File: src/rtl/fetch_unit.sv
// Instruction fetch front end: PC register, combinational instruction memory access,
// and a 2-entry {pc, instruction} buffer feeding decode, with redirect and alignment fault.
module fetch_unit #(
   parameter logic [31:0] RESET_PC = 32'h0000_0000
) (
   input  logic        clk_i,
   input  logic        reset_i,
   output logic [31:0] imem_address_o,
   input  logic [31:0] imem_instruction_i,
   input  logic        redirect_valid_i,
   input  logic [31:0] redirect_target_i,
   input  logic        id_ready_i,
   output logic        id_valid_o,
   output logic [31:0] id_instruction_o,
   output logic [31:0] id_pc_o,
   output logic        misaligned_fault_o,
   output logic [31:0] fetch_count_o
);

   logic [31:0] pc_q, pc_d;
   logic [1:0]  count_q, count_d;
   logic [31:0] headPc_q, headPc_d;
   logic [31:0] headInstr_q, headInstr_d;
   logic [31:0] tailPc_q, tailPc_d;
   logic [31:0] tailInstr_q, tailInstr_d;
   logic        fault_q, fault_d;
   logic [31:0] fetchCount_q, fetchCount_d;
   logic        pop;
   logic        push;

   // The buffer is a two-slot shift structure: the head slot always feeds decode.
   always_comb begin
      pc_d         = pc_q;
      count_d      = count_q;
      headPc_d     = headPc_q;
      headInstr_d  = headInstr_q;
      tailPc_d     = tailPc_q;
      tailInstr_d  = tailInstr_q;
      fault_d      = fault_q;
      fetchCount_d = fetchCount_q;

      pop  = (count_q != 2'd0) && id_ready_i;
      push = !redirect_valid_i && !fault_q && ((count_q != 2'd2) || pop);

      if (redirect_valid_i) begin
         count_d = 2'd0;
         pc_d    = {redirect_target_i[31:2], 2'b00};
         fault_d = |redirect_target_i[1:0];
      end else begin
         if (push) begin
            pc_d         = pc_q + 32'd4;
            fetchCount_d = fetchCount_q + 32'd1;
         end
         case ({push, pop})
            2'b11: begin
               if (count_q == 2'd2) begin
                  headPc_d    = tailPc_q;
                  headInstr_d = tailInstr_q;
                  tailPc_d    = pc_q;
                  tailInstr_d = imem_instruction_i;
               end else begin
                  headPc_d    = pc_q;
                  headInstr_d = imem_instruction_i;
               end
            end
            2'b10: begin
               if (count_q == 2'd0) begin
                  headPc_d    = pc_q;
                  headInstr_d = imem_instruction_i;
               end else begin
                  tailPc_d    = pc_q;
                  tailInstr_d = imem_instruction_i;
               end
               count_d = count_q + 2'd1;
            end
            2'b01: begin
               headPc_d    = tailPc_q;
               headInstr_d = tailInstr_q;
               count_d     = count_q - 2'd1;
            end
            default: ;
         endcase
      end
   end

   always_ff @(posedge clk_i or posedge reset_i) begin
      if (reset_i) begin
         pc_q         <= RESET_PC;
         count_q      <= 2'd0;
         headPc_q     <= 32'd0;
         headInstr_q  <= 32'd0;
         tailPc_q     <= 32'd0;
         tailInstr_q  <= 32'd0;
         fault_q      <= 1'b0;
         fetchCount_q <= 32'd0;
      end else begin
         pc_q         <= pc_d;
         count_q      <= count_d;
         headPc_q     <= headPc_d;
         headInstr_q  <= headInstr_d;
         tailPc_q     <= tailPc_d;
         tailInstr_q  <= tailInstr_d;
         fault_q      <= fault_d;
         fetchCount_q <= fetchCount_d;
      end
   end

   assign imem_address_o     = pc_q;
   assign id_valid_o         = (count_q != 2'd0);
   assign id_pc_o            = headPc_q;
   assign id_instruction_o   = headInstr_q;
   assign misaligned_fault_o = fault_q;
   assign fetch_count_o      = fetchCount_q;

endmodule
File: config.mk
export PLATFORM = sky130hd
export DESIGN_NAME = fetch_unit
export DESIGN_NICKNAME = d
export VERILOG_FILES = /design/src/rtl/fetch_unit.sv
export SDC_FILE = /design/constraint.sdc
export NUM_CORES = 1
export LEC_CHECK = 0
export ABC_CLOCK_PERIOD_IN_PS = 7700
export CAP_MARGIN = 10
export CELL_PAD_IN_SITES_DETAIL_PLACEMENT = 0
export CELL_PAD_IN_SITES_GLOBAL_PLACEMENT = 2
export CORE_ASPECT_RATIO = 0.6
export CORE_MARGIN = 3
export CORE_UTILIZATION = 32
export CTS_CLUSTER_SIZE = 10
export DETAILED_ROUTE_END_ITERATION = 8
export PLACE_DENSITY_LB_ADDON = 0.25
export SLEW_MARGIN = 20
export SYNTH_ARGS = -nofsm -noshare
export SYNTH_HDL_FRONTEND = slang
export SYNTH_SLANG_ARGS = --single-unit
File: constraint.sdc
create_clock -name clk_i -period 7.7 [get_ports clk_i]
set_input_delay 1.54 -clock clk_i [delete_from_list [all_inputs] [get_ports clk_i]]
set_output_delay 1.54 -clock clk_i [all_outputs]
set_load 0.02 [all_outputs]
==> impl_metrics.tcl, run 1 <==
set metrics [dict create \
    ys_ff_latch 190 \
    grt_max_degree 135 \
    grt_pass1_wl_um 38900 \
    cts_resized 0 \
    ys_top_cells_by_area "dfrtp_1 56%, mux2_2 7.7%, a22oi_1 5.4%" \
    chipWidth_um 216 \
    cpPeakStageDelay_ns 0.70 \
    grt_antenna_before_repair 0 \
    ys.flop_type "dfrtp_1" \
    cts_buffer_depth 2 \
    track_usage_pct 17.6 \
    fmax_mhz 207 \
    initial_core_util_pct 33.1 \
    drv_slew 0 \
    p_clk_share_pct 22.1 \
    io_pins 198 \
    hold_class "flip-flop to flip-flop" \
    path_delay_family "buffers and inverters" \
    fin_crit_ns 4.82 \
    synth_edf_count 0 \
    fillerInstances 2458 \
    dp_hpwl_um 16700 \
    synth_xor_area_share_pct 4.31 \
    grt.overflow.total 0 \
    synth.cell_area_sq_um 8500 \
    drtAntennaViolNets 0 \
    finalWirelength_um 24600 \
    root_buffer "clkbuf_16" \
    synth.area.mux_share_pct 9.08 \
    maxCapViolations 0 \
    syn_avg_cell_area_sq_um 11.1 \
    p_switching_w 0.00139 \
    status "finished, final reports clean" \
    peakVddDrop_uv 165 \
    crit_path_max_fanout 57 \
    required_ns 8.03 \
    synth_compound_area_share_pct 13.9 \
    final_util_pct 43.9 \
    clock_sinks 190 \
    cp_data_arrival_time_ns 5.15 \
    insertion_delay_ns 0.44 \
    worstMarginPinSlew_ns 0.997 \
    finalSetupViolations 0 \
    drtPass1Iterations 5 \
    port_buffers 195 \
    drive_gt1_share_pct 11.6 \
    die_h_um 132 \
    timing.setup.critical_path_class "input port to flip-flop" \
    async_flop_share_pct 100 \
    cts_setup_buffers 0 \
    ys_seq_area_share_pct 55.9 \
    diodes 0 \
    syn_to_final_growth_pct 32.9 \
    tns_ns 0 \
    synthAdderAreaFrac_pct 0.883 \
    first_iter_violations 464 \
    finalHoldViolations 0 \
    cts_tree "done" \
    cp_slowest_cell "buf_4" \
    cp-start-kind "input port" \
    synth_top_cell_area_share_pct 55.9 \
    die_area_sq_um 28600 \
    synth_top_family_by_area "compound AO/OA/AOI/OAI gates" \
    synth_top_cell_by_area "dfrtp_1" \
    nets 1011 \
    vias 6514 \
    power.internal_w 0.00251 \
    core.rowCount 45 \
    ys_top_cells_by_count "190 x dfrtp_1, 79 x nor2_1, 67 x a21oi_1, 61 x a22oi_1, 58 x mux2_2" \
    drc_errors 0 \
    crit_chain "clkdlybuf4s50_1 > nor3b_2 > or2_2 > inv_2 > ha_1 > o21ai_1 > a211oi_4 > buf_4 > mux2_2" \
    yosysWarnings 0 \
    synth-simple-area-share_pct 12.4 \
    rsz0062_at_grt "false" \
    gp_congestion 0.750 \
    synth_cell_types 55 \
    cts-hold-fix-buffers 0 \
    p_seq_share_pct 40.7 \
    clk_pin_slew_ns 0.07 \
    p_leak_nw 4.74 \
    powerDensity_nw_per_um2 345 \
    synth_most_common_cell "dfrtp_1" \
    vias_per_cell 5.01 \
    grt_pass1_vias 6475 \
    relSlewSlack_pct 32.9 \
    pwr-share-comb_pct 37.2 \
    syn_inst 766 \
    period_share_pct 62.6 \
    fin_worst_skew_ns 0.00681 \
    switching_share_pct 35.6 \
    numCtsBuffers 17 \
    wl_per_cell_um 18.9 \
    htreeDepth 4 \
    core_sq_um 25700 \
    path_buf_inv 3 \
    crit_path_end_kind "flip-flop" \
]
worst paths after layout:
| kind | startpoint | to | slack, ns | depth (start not counted) |
|---|---|---|---|---|
| max | id_ready_i | tailInstr_q[11] | 2.88 | 9 |
| min | fetch_count_o[31] | fetch_count_o[31] | 0.47 | 1 |
| max reg2reg | misaligned_fault_o | tailInstr_q[11] | 3.87 | 8 |
| min reg2reg | fetch_count_o[31] | fetch_count_o[31] | 0.47 | 1 |
| max in group asynchronous | reset_i | id_pc_o[29] | 4.66 | 3 |
| min in group asynchronous | reset_i | id_instruction_o[23] | 1.71 | 2 |
layout make-up:
class                           count  area, sq um  share of cell area, %
Multi-Input combinational cell    514         3490                   30.9
Tap cell                          352          440                   3.90
Clock inverter                      9         95.1                  0.841
Sequential cell                   190         4750                   42.1
Inverter                           11         48.8                  0.432
Clock buffer                       21          450                   3.99
Timing Repair Buffer              203         2020                   17.9
per-stage QoR:
stage	setup WS (ns)	std cells	hold WS [ns]	total power, W	cell area [sq um]
finish	2.88	1300	0.474	0.00390	11300
global route	2.64	1300	0.501	0.00414	11300
CTS	2.89	1300	0.475	0.00396	11300
detailed placement	2.40	1270	0.458	0.00307	10800
global placement	2.48	1269	0.459	0.00306	10700
floorplan	0.990	767	0.459	0.00239	8510
cells by family (layout without fill, tap and decap cells):
family	after synthesis	count (layout)
simple gates	216	216
xor+xnor	41	41
buf+inv	63	244
mux	69	69
compound gates	180	180
other cells	1	2
fa+ha+maj	6	6
flops	190	190
state kept, by name (all words and copies together) (netlist names):
signal and cells:
id_pc_o 31, tailPc_q 30, fetch_count_o 32, tailInstr_q 32, misaligned_fault_o 1, count_q 2, id_instruction_o 32, imem_address_o 30
cell usage in the layout, fill, tap and decap left out, types with 3 or more instances in the layout:
cell             synthesis  routed
inv_1                   10       9
nand2_1                 54      54
ha_1                     6       6
a22oi_1                 61      61
mux2_1                   7       7
clkbuf_1                26       3
clkbuf_16                0      17
a21oi_1                 67      67
dfrtp_1                190     190
buf_4                    4       6
clkinv_2                 0       7
nor2_1                  79      79
o21ai_0                 15      15
mux2_2                  58      58
xnor2_1                 21      21
xor2_1                  19      19
o211ai_1                10      10
and4_1                   8       8
nand4_1                 15      15
nor4_1                   5       5
o311ai_0                14      14
nor3_1                   5       5
nand3_1                 22      22
clkdlybuf4s50_1          0     194
mux2i_1                  4       3
and3_1                  11      11
power groups by stage:
stage / Sequential, W / Clock (W) / Combinational [W]
2_1_floorplan: 0.00177 / 0 / 0.000618
3_3_place_gp: 0.00160 / 0 / 0.00146
3_5_place_dp: 0.00160 / 0 / 0.00147
4_1_cts: 0.00159 / 0.000894 / 0.00148
5_1_grt: 0.00163 / 0.000931 / 0.00158
6_report: 0.00159 / 0.000863 / 0.00145
layer usage:
| metal | wire, um | GRT usage [%] | part of all wire, % | up-vias |
|---|---|---|---|---|
| li1 | - | - | - | 3099 |
| met1 | 13000 | 27.4 | 53 | 3242 |
| met2 | 10200 | 23.9 | 42 | 155 |
| met3 | 1100 | 3.73 | 4.5 | 18 |
| met4 | 323 | 5.50 | 1.3 | 0 |
| met5 | 0 | 0 | 0 | - |
Note: power is estimated with default switching activity, not from simulation.
==> inputs of run 2 (changes only) <==
--- a/config.mk
+++ b/config.mk
@@ -5,7 +5,7 @@
 export SDC_FILE = /design/constraint.sdc
 export NUM_CORES = 1
 export LEC_CHECK = 0
-export ABC_CLOCK_PERIOD_IN_PS = 7700
+export ABC_CLOCK_PERIOD_IN_PS = 4550
 export CAP_MARGIN = 10
 export CELL_PAD_IN_SITES_DETAIL_PLACEMENT = 0
 export CELL_PAD_IN_SITES_GLOBAL_PLACEMENT = 2
==> constraint.sdc (replaced) <==
create_clock -name clk_i -period 4.55 [get_ports clk_i]
set_input_delay 0.91 -clock clk_i [delete_from_list [all_inputs] [get_ports clk_i]]
set_output_delay 0.91 -clock clk_i [all_outputs]
set_load 0.02 [all_outputs]
==> run 2 against run 1 <==
  * Non-clock buffer count rose by 6
  * Critical path type unchanged
  * First-iteration DRC count fell by 4.1%
  * Setup slack got worse by 1.8 ns
  * Sequential power rose by 69%
  * Routed wire length rose by 0.69%
  * Sequential share of layout area fell by 0.51 points
  * Largest power group unchanged
  * Highest routed layer is now met5
  * Combinational power rose by 70%
  * Clock skew barely moved
==> impl_metrics.tcl, run 2 (synthesis gave the netlist of run 1 again) <==
set metrics [dict create \
    crit_chain "clkdlybuf4s50_1 > nor3b_2 > or2_2 > inv_2 > ha_1 > o21ai_1 > a211oi_4 > buf_4 > mux2_2" \
    fin_crit_ns 3.51 \
    grt_max_degree 90 \
    io_pins 198 \
    die_h_um 132 \
    htreeDepth 4 \
    worstRegToRegCells 8 \
    drtAntennaViolNets 0 \
    grt.overflow.total 0 \
    final_util_pct 44.5 \
    finalWirelength_um 24800 \
    die_area_sq_um 28600 \
    reg2reg_to "tailInstr_q[30]" \
    powerDensity_nw_per_um2 593 \
    core_sq_um 25700 \
    chipWidth_um 216 \
    numCtsBuffers 17 \
    insertion_delay_ns 0.44 \
    first_iter_violations 445 \
    endpoint "tailInstr_q[30]" \
    cts_buffer_depth 2 \
    r2r-start "misaligned_fault_o" \
    status "finished, final reports clean" \
    fmax_mhz 285 \
    rrSetupSlack_ns 1.34 \
    clk_pin_slew_ns 0.07 \
    gp_congestion 0.764 \
    syn_to_final_growth_pct 34.5 \
    drc_errors 0 \
    timing.setup.critical_path_class "input port to flip-flop" \
    cts_tree "done" \
    initial_core_util_pct 33.1 \
    crit_path_max_fanout 29 \
    grt_pass1_wl_um 39300 \
    clock_sinks 190 \
    drtPass1Iterations 4 \
    cts-hold-fix-buffers 0 \
    fin_worst_skew_ns 0.00650 \
    dp_hpwl_um 17100 \
    peakVddDrop_uv 313 \
    finalHoldViolations 0 \
    finalSetupViolations 0 \
    rsz0062_at_grt "false" \
    p_leak_nw 4.80 \
    core.rowCount 45 \
    nets 1017 \
    cts_setup_buffers 0 \
    cp_slowest_cell "clkdlybuf4s50_1" \
    critPathLaunch "id_ready_i" \
    root_buffer "clkbuf_16" \
    tns_ns 0 \
    port_buffers 195 \
    cpPeakStageDelay_ns 0.52 \
    relSlewSlack_pct 39.4 \
    required_ns 4.88 \
    vias_per_cell 4.94 \
    grt_pass1_vias 6601 \
    crit_path_end_kind "flip-flop" \
    maxCapViolations 0 \
    cp_data_arrival_time_ns 3.84 \
    cts_resized 0 \
    period_share_pct 77.1 \
    final_cell_mix "194 x clkdlybuf4s50_1, 190 x dfrtp_1, 79 x nor2_1" \
    diodes 0 \
    worstMarginPinSlew_ns 0.901 \
    hold_class "flip-flop to flip-flop" \
    final_common_cell "clkdlybuf4s50_1" \
    cp-start-kind "input port" \
    grt_antenna_before_repair 2 \
    drive_gt1_share_pct 11.9 \
    wl_per_cell_um 19.0 \
    track_usage_pct 17.7 \
    drv_slew 0 \
    vias 6453 \
]
run 2: cell count changes in the layout (fill, tap and decap cells not counted), sizes merged:
cell | previous run | this run
inv | 11 | 10
clkinv | 7 | 2
buf | 9 | 15
clkbuf | 21 | 24
clkinvlp | 0 | 1
bufinv | 2 | 5
run 2: where the power goes:
group | switching (W) | internal (W)
clock network | 0.000646 | 0.000986
logic | 0.00128 | 0.00118
registers | 0.000414 | 0.00228
total | 0.00234 | 0.00445
run 2: worst min path at each step:
stage                 startpoint                end  slack (ns)  cells past startpoint
5_1_grt        fetch_count_o[31]  fetch_count_o[31]        0.51                      1
2_1_floorplan       tailPc_q[22]       tailPc_q[22]        0.46                      1
3_3_place_gp   fetch_count_o[31]  fetch_count_o[31]        0.46                      1
3_5_place_dp   fetch_count_o[31]  fetch_count_o[31]        0.46                      1
6_report       fetch_count_o[31]  fetch_count_o[31]        0.47                      1
4_1_cts        fetch_count_o[31]  fetch_count_o[31]        0.48                      1
run 2: cell type report:
type | count | area (sq um)
Tap cell | 352 | 440
Sequential cell | 190 | 4750
Clock inverter | 7 | 160
Inverter | 11 | 45.0
Fill cell | 2486 | 14300
Timing Repair Buffer | 209 | 2090
Clock buffer | 24 | 462
Multi-Input combinational cell | 514 | 3490
run 2: metrics by stage:
| step | instance area [sq um] | power, W | hold slack (ns) | setup slack, ns | cells |
|---|---|---|---|---|---|
| finish | 11400 | 0.00679 | 0.471 | 1.04 | 1307 |
| global route | 11400 | 0.00721 | 0.509 | 0.807 | 1307 |
| CTS | 11400 | 0.00689 | 0.476 | 1.04 | 1307 |
| detailed placement | 10800 | 0.00521 | 0.458 | 0.552 | 1276 |
| global placement | 10800 | 0.00520 | 0.459 | 0.607 | 1276 |
| floorplan | 8510 | 0.00405 | 0.459 | 1.08 | 767 |
run 2: worst max-delay path: cells and delay by family:
family,cells,cell delay (ns)
AOI/OAI and AO/OA,2,0.40
adders and majority gates,1,0.38
buffers and inverters,3,1.21
muxes,1,0.39
and+or+nand+nor,2,0.51
run 2: per-layer routing:
metal	routed length, um	global-route usage [%]	vias to the layer above	part of all wire [%]
li1	-	-	3117	-
met1	13100	27.3	3196	53
met2	10400	24.5	121	42
met3	1100	4.81	17	4.4
met4	215	4.04	2	0.87
met5	7	0	-	0.028
==> inputs of run 3 (changes only) <==
--- a/config.mk
+++ b/config.mk
@@ -5,13 +5,13 @@
 export SDC_FILE = /design/constraint.sdc
 export NUM_CORES = 1
 export LEC_CHECK = 0
-export ABC_CLOCK_PERIOD_IN_PS = 4550
+export ABC_CLOCK_PERIOD_IN_PS = 3200
 export CAP_MARGIN = 10
 export CELL_PAD_IN_SITES_DETAIL_PLACEMENT = 0
 export CELL_PAD_IN_SITES_GLOBAL_PLACEMENT = 2
 export CORE_ASPECT_RATIO = 0.6
 export CORE_MARGIN = 3
-export CORE_UTILIZATION = 32
+export CORE_UTILIZATION = 29
 export CTS_CLUSTER_SIZE = 10
 export DETAILED_ROUTE_END_ITERATION = 8
 export PLACE_DENSITY_LB_ADDON = 0.25
==> constraint.sdc (replaced) <==
create_clock -name clk_i -period 3.2 [get_ports clk_i]
set_input_delay 0.64 -clock clk_i [delete_from_list [all_inputs] [get_ports clk_i]]
set_output_delay 0.64 -clock clk_i [all_outputs]
set_load 0.02 [all_outputs]
==> run 3 against run 2 <==
  * Register-to-register slack got worse by 0.71 ns
  * Critical path depth unchanged
  * Clock skew grew 0.0033 ns
  * Clock power up 29%
  * Total power increased by 41%
  * Clock-buffer cell count down 2
  * Final cell count is 2.0% higher
  * Critical endpoint is now tailInstr_q[25]
==> impl_metrics.tcl, run 3 (synthesis gave the netlist of run 1 again) <==
set metrics [dict create \
    die_h_um 139 \
    period_share_pct 83.2 \
    clk_pin_slew_ns 0.07 \
    core.rowCount 47 \
    p_seq_share_pct 39.8 \
    chipWidth_um 227 \
    final_common_cell "clkdlybuf4s50_1" \
    grt_max_degree 106 \
    worstMarginPinSlew_ns 0.752 \
    syn_to_final_growth_pct 36.4 \
    relSlewSlack_pct 49.8 \
    cts-hold-fix-buffers 0 \
    grtUsageMet2_pct 24.4 \
    maxCapViolations 0 \
    pwr-share-comb_pct 38.3 \
    grtUsageMet3_pct 5.23 \
    status "finished, final reports clean" \
    first_iter_violations 335 \
    power.internal_w 0.00620 \
    drtPass1Iterations 4 \
    drtAntennaViolNets 0 \
    htreeDepth 4 \
    cts_setup_buffers 0 \
    powerDensity_nw_per_um2 827 \
    root_buffer "clkbuf_16" \
    numCtsBuffers 17 \
    core_sq_um 28200 \
    insertion_delay_ns 0.44 \
    grt_pass1_wl_um 41500 \
    diodes 0 \
    clock_sinks 190 \
    grt_pass1_vias 6752 \
    grt.busiest_layer "met1" \
    hold_slack_ns 0.476 \
    grt.overflow.total 0 \
    fin_worst_skew_ns 0.00981 \
    gr-usage-met1_pct 25.4 \
    switching_share_pct 35.3 \
    die_area_sq_um 31500 \
    finalPower_w 0.00960 \
    initial_core_util_pct 30.1 \
    vias_per_cell 5.02 \
    gp_congestion 0.767 \
    crit_path_max_fanout 42 \
    track_usage_pct 17.0 \
    cts_resized 0 \
    port_buffers 195 \
    required_ns 3.52 \
    wl_per_cell_um 19.6 \
    vias 6696 \
    hold_class "flip-flop to flip-flop" \
    cts_buffer_depth 2 \
    rsz0062_at_grt "false" \
    crit_path_end_kind "flip-flop" \
    finalSetupViolations 0 \
    p_clk_share_pct 21.9 \
    cpPeakStageDelay_ns 0.51 \
    cp_slowest_cell "clkdlybuf4s50_1" \
    dp_hpwl_um 18000 \
    final_cell_mix "194 x clkdlybuf4s50_1, 190 x dfrtp_1, 79 x nor2_1" \
    finalHoldViolations 0 \
    fin_crit_ns 2.66 \
    finalWirelength_um 26100 \
    grt_antenna_before_repair 1 \
    drive_gt1_share_pct 13.3 \
    timing.setup.critical_path_class "input port to flip-flop" \
    cp-start-kind "input port" \
    drc_errors 0 \
    fillerInstances 2725 \
    cts_tree "done" \
    nets 1030 \
    p_leak_nw 4.86 \
    p_switching_w 0.00339 \
    final_cells 1333 \
    tns_ns 0 \
    path_delay_family "buffers and inverters" \
    placedCellCount 1304 \
    cp_data_arrival_time_ns 2.99 \
    path_buf_inv 3 \
    peakVddDrop_uv 380 \
    fmax_mhz 376 \
    io_pins 198 \
    crit_chain "clkdlybuf4s50_1 > nor3b_2 > or2_2 > inv_2 > ha_1 > o21ai_1 > a211oi_4 > buf_12 > mux2_2" \
    drv_slew 0 \
]
run 3: layout make-up:
cell class                 instances  area (sq um)  area share [%]
sequential                       190          4750            41.0
multi-input combinational        514          3490            30.1
timing repair buffer             222          2300            19.8
clock buffer                      22           464            4.00
tap                              367           459            3.96
clock inverter                     7          90.1           0.776
inverter                          11          45.0           0.388
run 3: power groups by stage:
| stage | Combinational (W) | Sequential [W] | Clock (W) |
|---|---|---|---|
| floorplan | 0.00149 | 0.00427 | 0 |
| global placement | 0.00368 | 0.00386 | 0 |
| global route | 0.00399 | 0.00394 | 0.00229 |
| detailed placement | 0.00373 | 0.00385 | 0 |
| CTS | 0.00374 | 0.00383 | 0.00217 |
| finish | 0.00368 | 0.00382 | 0.00210 |
run 3: worst paths after layout:
check	start	cells after the start	endpoint	slack (ns)
worst max-delay path	id_ready_i	9	tailInstr_q[25]	0.54
worst min-delay path	fetch_count_o[31]	1	fetch_count_o[31]	0.48
worst max register to register	count_q[0]	8	tailInstr_q[25]	0.63
worst min register to register	fetch_count_o[31]	1	fetch_count_o[31]	0.48
max in group asynchronous	reset_i	3	tailPc_q[30]	1.98
min in group asynchronous	reset_i	3	id_instruction_o[21]	0.71
run 3: layer usage:
layer | part of all wire [%] | vias to the layer above | wire (um)
met4 | 0.75 | 2 | 196
met5 | 0.034 | - | 9
li1 | - | 3136 | -
met2 | 43 | 122 | 11300
met3 | 5.5 | 15 | 1430
met1 | 51 | 3421 | 13200
run 3: metrics by stage:
step | util (%) | area [sq um] | setup WS (ns)
global placement | 39.1 | 11000 | 0.121
finish | 41.1 | 11600 | 0.537
CTS | 41.1 | 11600 | 0.551
detailed placement | 39.1 | 11000 | 0.0767
floorplan | - | 8510 | 0.0475
global route | 41.1 | 11600 | 0.445
==> RTL change 1, RTL diff (settings of run 1) <==
`headInstr_q` no longer has a reset.
--- a/src/rtl/fetch_unit.sv
+++ b/src/rtl/fetch_unit.sv
@@ -88,7 +88,6 @@
          pc_q         <= RESET_PC;
          count_q      <= 2'd0;
          headPc_q     <= 32'd0;
-         headInstr_q  <= 32'd0;
          tailPc_q     <= 32'd0;
          tailInstr_q  <= 32'd0;
          fault_q      <= 1'b0;
@@ -97,12 +96,15 @@
          pc_q         <= pc_d;
          count_q      <= count_d;
          headPc_q     <= headPc_d;
-         headInstr_q  <= headInstr_d;
          tailPc_q     <= tailPc_d;
          tailInstr_q  <= tailInstr_d;
          fault_q      <= fault_d;
          fetchCount_q <= fetchCount_d;
       end
+   end
+
+   always_ff @(posedge clk_i) begin
+      headInstr_q <= headInstr_d;
    end
 
    assign imem_address_o     = pc_q;
Behaviour: not the same (a bounded check fails within 4 cycles, from zero or initial values and one cycle with reset_i high).
==> RTL change 1 against run 1 <==
  * Via count is 5.9% higher
  * Count of clock-buffer cells in the layout is 3 lower
  * Design area is 4.5% higher
  * Area after synthesis is 6.1% higher
  * Wire length is 7.4% higher
  * Non-clock buffer count is 4 higher
  * Fmax is 4.6% lower
  * Synthesized cell count is 2.5% higher
  * Setup slack worse by 0.23 ns
  * Highest routed layer unchanged
  * Sequential cell count stayed put
  * Total power is 7.7% lower
==> RTL change 1: results (changes against run 1) <==
The net total in the final layout is 1021 (+0.99%). The routed wire length on met2 is 11.2 mm (+9.5%). Sorting the synthesized cells by area gives the leading types as sky130_fd_sc_hd__dfrtp_1, sky130_fd_sc_hd__edfxtp_1, sky130_fd_sc_hd__mux2_2.

The multi-input logic portion of the cell area was 0.318 (+0.00890). The inverter count was 10 (-1). The minimum setup slack among reg-to-reg paths was 3.17 ns (-0.70 ns).

The worst clock skew was 0.0122 ns (+0.00534 ns). The routed length on met1 is 13.7 mm (+5.5%). The total global-route track usage is 0.176 (+0.000805). The fill cell instance count of the final layout is 2576 (+4.8%).

The detailed placer's ending HPWL came out at 17.3 mm (+3.8%). The first-pass GRT wire length was 41.1 mm (+5.6%). The largest stage delay on the critical path is 0.88 ns (+0.18 ns). The synthesized area divided by synthesized cell count is 11.5 um^2 (+3.5%). The xor/xnor cell area share of the yosys netlist is 0.0408 (-0.00232). The total number of placement rows came out at 46 (+2.2%). The instance area at placement came to 11200 um^2 (+4.1%).

The standby leakage power came out at 4.87 nW (+2.6%). The final-layout clock-cell area share came out at 0.0492 (+0.000896). In this run the critical register-to-register path is launched from count_q[0]. The adder-cell share of the synthesized area is 0.00832 (-0.000504). The data arrival time of the worst path is 5.39 ns (+0.24 ns). The actual slew at the worst max-slew pin was 1.02 ns (+0.0237 ns). The startpoint identified for the worst hold timing path is id_pc_o[19]. The worst voltage drop across the vdd grid came to 0.000132 V (-20%). The async set-reset flop share out of synthesis came out at 0.832 (-0.168). The non-clock buffer count in the final layout came out at 207 (+2.0%). The number of different library cells in the post-synthesis netlist came out at 52 (-5.5%). The wire length on met3 is 1.23 mm (+11%). The number of design-rule violations left by the first detailed-router iteration came out at 496 (+6.9%). The maximum number of pins on one net before global-route repair is 105 (-22%). The share of cell area taken by muxes after synthesis came out at 0.0809 (-0.00990). The cell area after layout was 11800 um^2 (+4.5%).

The routed wire length came out at 26.5 mm (+7.4%). Grouping stages by cell kind, the critical path spends the most delay in compound AO/OA/AOI/OAI gates. The number of enable flip-flop cells after synthesis came out at 32 (+32). The instance count after placement with tap cells included came out at 1287 (+1.3%). The sequential cell area fraction in the yosys report came out at 0.545 (-0.0142). The flow ran to the end, and the final reports show no timing, DRC or antenna violations. The global routing usage on met1 is 0.271 (-0.00327).
==> RTL change 1: changes by cell type after synthesis, sizes merged, moves of 29 or more <==
cell           run 1  this run
a21o               1        31
a21oi             67         1
a221oi             2        31
a22o               0        31
a22oi             61         1
a311oi             0        30
dfrtp            190       158
edfxtp             0        32
nand2             54       111
nor2              80        16
==> RTL change 1: worst max-delay path by stage <==
stage | slack [ns] | end | startpoint | cells after the start
global placement | 2.25 | tailPc_q[17] | redirect_valid_i | 10
detailed placement | 2.14 | tailPc_q[14] | redirect_valid_i | 10
finish | 2.65 | tailPc_q[17] | redirect_valid_i | 10
CTS | 2.64 | tailPc_q[14] | redirect_valid_i | 10
global route | 2.36 | tailPc_q[18] | redirect_valid_i | 10
floorplan | 1.90 | count_q[0] | reset_i | 1
==> RTL change 1: power by group <==
group          switching, W  leakage, nW  internal (W)
logic              0.000606         2.24      0.000559
registers          0.000218         2.35       0.00132
clock network      0.000430        0.280      0.000465
==> RTL change 2, RTL diff (settings of run 1) <==
Without the edit above. Put one more register stage on the output `fetch_count_o`, with the module's reset. The value now appears one clock later. The other outputs are not delayed to match.
--- a/src/rtl/fetch_unit.sv
+++ b/src/rtl/fetch_unit.sv
@@ -110,6 +110,12 @@
    assign id_pc_o            = headPc_q;
    assign id_instruction_o   = headInstr_q;
    assign misaligned_fault_o = fault_q;
-   assign fetch_count_o      = fetchCount_q;
+   always_ff @(posedge clk_i or posedge reset_i) begin
+      if (reset_i) begin
+         fetch_count_o <= '0;
+      end else begin
+         fetch_count_o <= fetchCount_q;
+      end
+   end
 
 endmodule
Behaviour: not the same (Yosys sat finds a counterexample within 4 cycles, from zero or initial values and one cycle with reset_i high).
==> RTL change 2 against run 1 <==
  * Area after synthesis is 11% higher
  * Design area is 9.5% higher
  * Fmax is 1.9% higher
  * Sequential cell count is 32 higher
  * First-iteration DRC count is 27% lower
  * Setup slack better by 0.088 ns
  * Total power is 10% higher
  * Critical path depth is 2 higher
  * Via count is 4.2% higher
  * Sequential power is 11% higher
  * Wire length is 2.9% higher
  * Largest power group unchanged
==> RTL change 2: results (changes against run 1) <==
The sequential cell area fraction in the yosys report is 0.591 (+0.0320). The number of cells on the worst hold path is 0 (-1). The combinational fraction of design power is 0.339 (-0.033). The maximum fanout count along the critical path came out at 47 (-18%). The worst hold margin is 0.418 ns (-0.0558 ns).

The routed wire length is 25.3 mm (+2.9%). The inverter count is 10 (-1). The total of clock buffers placed in the layout is 28 (+33%). The CTS H-tree depth came out at 1 (-3). The detail-routed net length per standard cell was 18.7 um (-1.4%). The startpoint identified for the worst hold timing path is fetchCount_q[31]. The instance count after placement with tap cells included is 1327 (+4.5%). The source-to-sink clock delay at the later pin of the worst-skew pair was 0.53 ns (+0.09 ns). The cell with the largest stage delay on the worst path is sky130_fd_sc_hd__a211oi_4. The flow ran to the end, and the final reports show no timing, DRC or antenna violations. The initial antenna violation count came to 1 (+1).

The mean number of vias per cell is 5.00 (-0.20%). The fill cell instance count of the final layout came to 2655 (+8.0%). The number of search-and-repair iterations in the first detailed-routing pass was 4 (-1). The critical path starts at redirect_valid_i. The worst clock skew is 0.0217 ns (+0.0149 ns).

The first-pass GRT wire length was 40.9 mm (+5.0%). The antenna diode count came out at 1 (+1). The worst voltage drop across the vdd grid came to 0.000182 V (+10%). The data arrival time of the worst path came to 5.14 ns (about the same). Ranked by total cell area, the synthesized netlist is headed by sky130_fd_sc_hd__dfrtp_1, sky130_fd_sc_hd__mux2_2, sky130_fd_sc_hd__a22oi_1. The CTS buffer count is 26 (+9). After synthesis, the most frequently instantiated cells are sky130_fd_sc_hd__dfrtp_1, sky130_fd_sc_hd__nor2_1, sky130_fd_sc_hd__a21oi_1, sky130_fd_sc_hd__mux2_2, sky130_fd_sc_hd__a22oi_1. Following the worst setup path forward leads to its endpoint at tailInstr_q[31]. The detailed placer's ending HPWL is 17.3 mm (+3.4%). The number of different library cells in the post-synthesis netlist is 58 (+5.5%). The worst slew margin relative to its limit came out at 0.365 (+0.0355). For hold timing, the worst endpoint is fetch_count_o[31]. In this run the critical register-to-register path is launched from count_q[0]. The standby leakage power is 5.28 nW (+11%). The synthesized area divided by synthesized cell count came out at 11.7 um^2 (+5.4%). The non-clock buffer count in the final layout is 205 (+0.99%). The largest stage delay on the critical path came out at 0.82 ns (+0.12 ns). The largest buffer count on any clock path came out at 3 (+1). The switching power share of the total was 0.341 (-0.0150). The final-layout clock-cell area share is 0.0564 (+0.00812). The number of global-route vias before repair is 6984 (+7.9%). The share of post-route cells with drive strength above 1 is 0.124 (+0.00833). The multi-input logic cell count was 523 (+1.8%).
## RTL change 2: cell types whose count changed after synthesis, moves of 4 or more
| cell | run 1 | this run |
|---|---|---|
| sky130_fd_sc_hd__buf_6 | 2 | 6 |
| sky130_fd_sc_hd__o21ai_0 | 15 | 8 |
| sky130_fd_sc_hd__and4_1 | 8 | 3 |
| sky130_fd_sc_hd__xor2_1 | 19 | 10 |
| sky130_fd_sc_hd__dfrtp_1 | 190 | 222 |
| sky130_fd_sc_hd__buf_2 | 19 | 11 |
| sky130_fd_sc_hd__nand3_1 | 22 | 41 |
| sky130_fd_sc_hd__o211ai_1 | 10 | 16 |
| sky130_fd_sc_hd__nor4_1 | 5 | 1 |
| sky130_fd_sc_hd__o31ai_1 | 0 | 4 |
## RTL change 2: layer usage
metal  vias up  global-route usage  share of wire
met5         -                   0              0
met3        34              0.0393          0.057
li1       3254                   -              -
met1      3353               0.245           0.50
met4         0              0.0333          0.018
met2       145               0.234           0.43
## RTL change 2: worst reg2reg max path: cells and delay by family (launching register included)
family                   cells  cell delay (ns)
AO/OA/AOI/OAI                3             1.10
adder cells (fa/ha/maj)      1             0.42
buffers and inverters        3             1.02
flip-flops                   1             0.50
multiplexers                 1             0.39
AND/OR/NAND/NOR              1             0.37
## RTL change 2: metrics by stage
stage / cell area [um^2] / setup slack (ns) / utilization
floorplan: 9400 / 0.0822 / -
global placement: 11700 / 2.41 / 0.413
detailed placement: 11700 / 2.33 / 0.414
CTS: 12400 / 2.90 / 0.439
global route: 12400 / 2.62 / 0.439
finish: 12400 / 2.97 / 0.439
## RTL change 2: cell families after synthesis
kind of cell	after synthesis	synth area share
fa+ha+maj	6	0.00799
flops	222	0.591
buf+inv	59	0.0321
simple gates	233	0.126
xor+xnor	34	0.0325
compound gates	180	0.129
mux	68	0.0811
other cells	1	0.000399
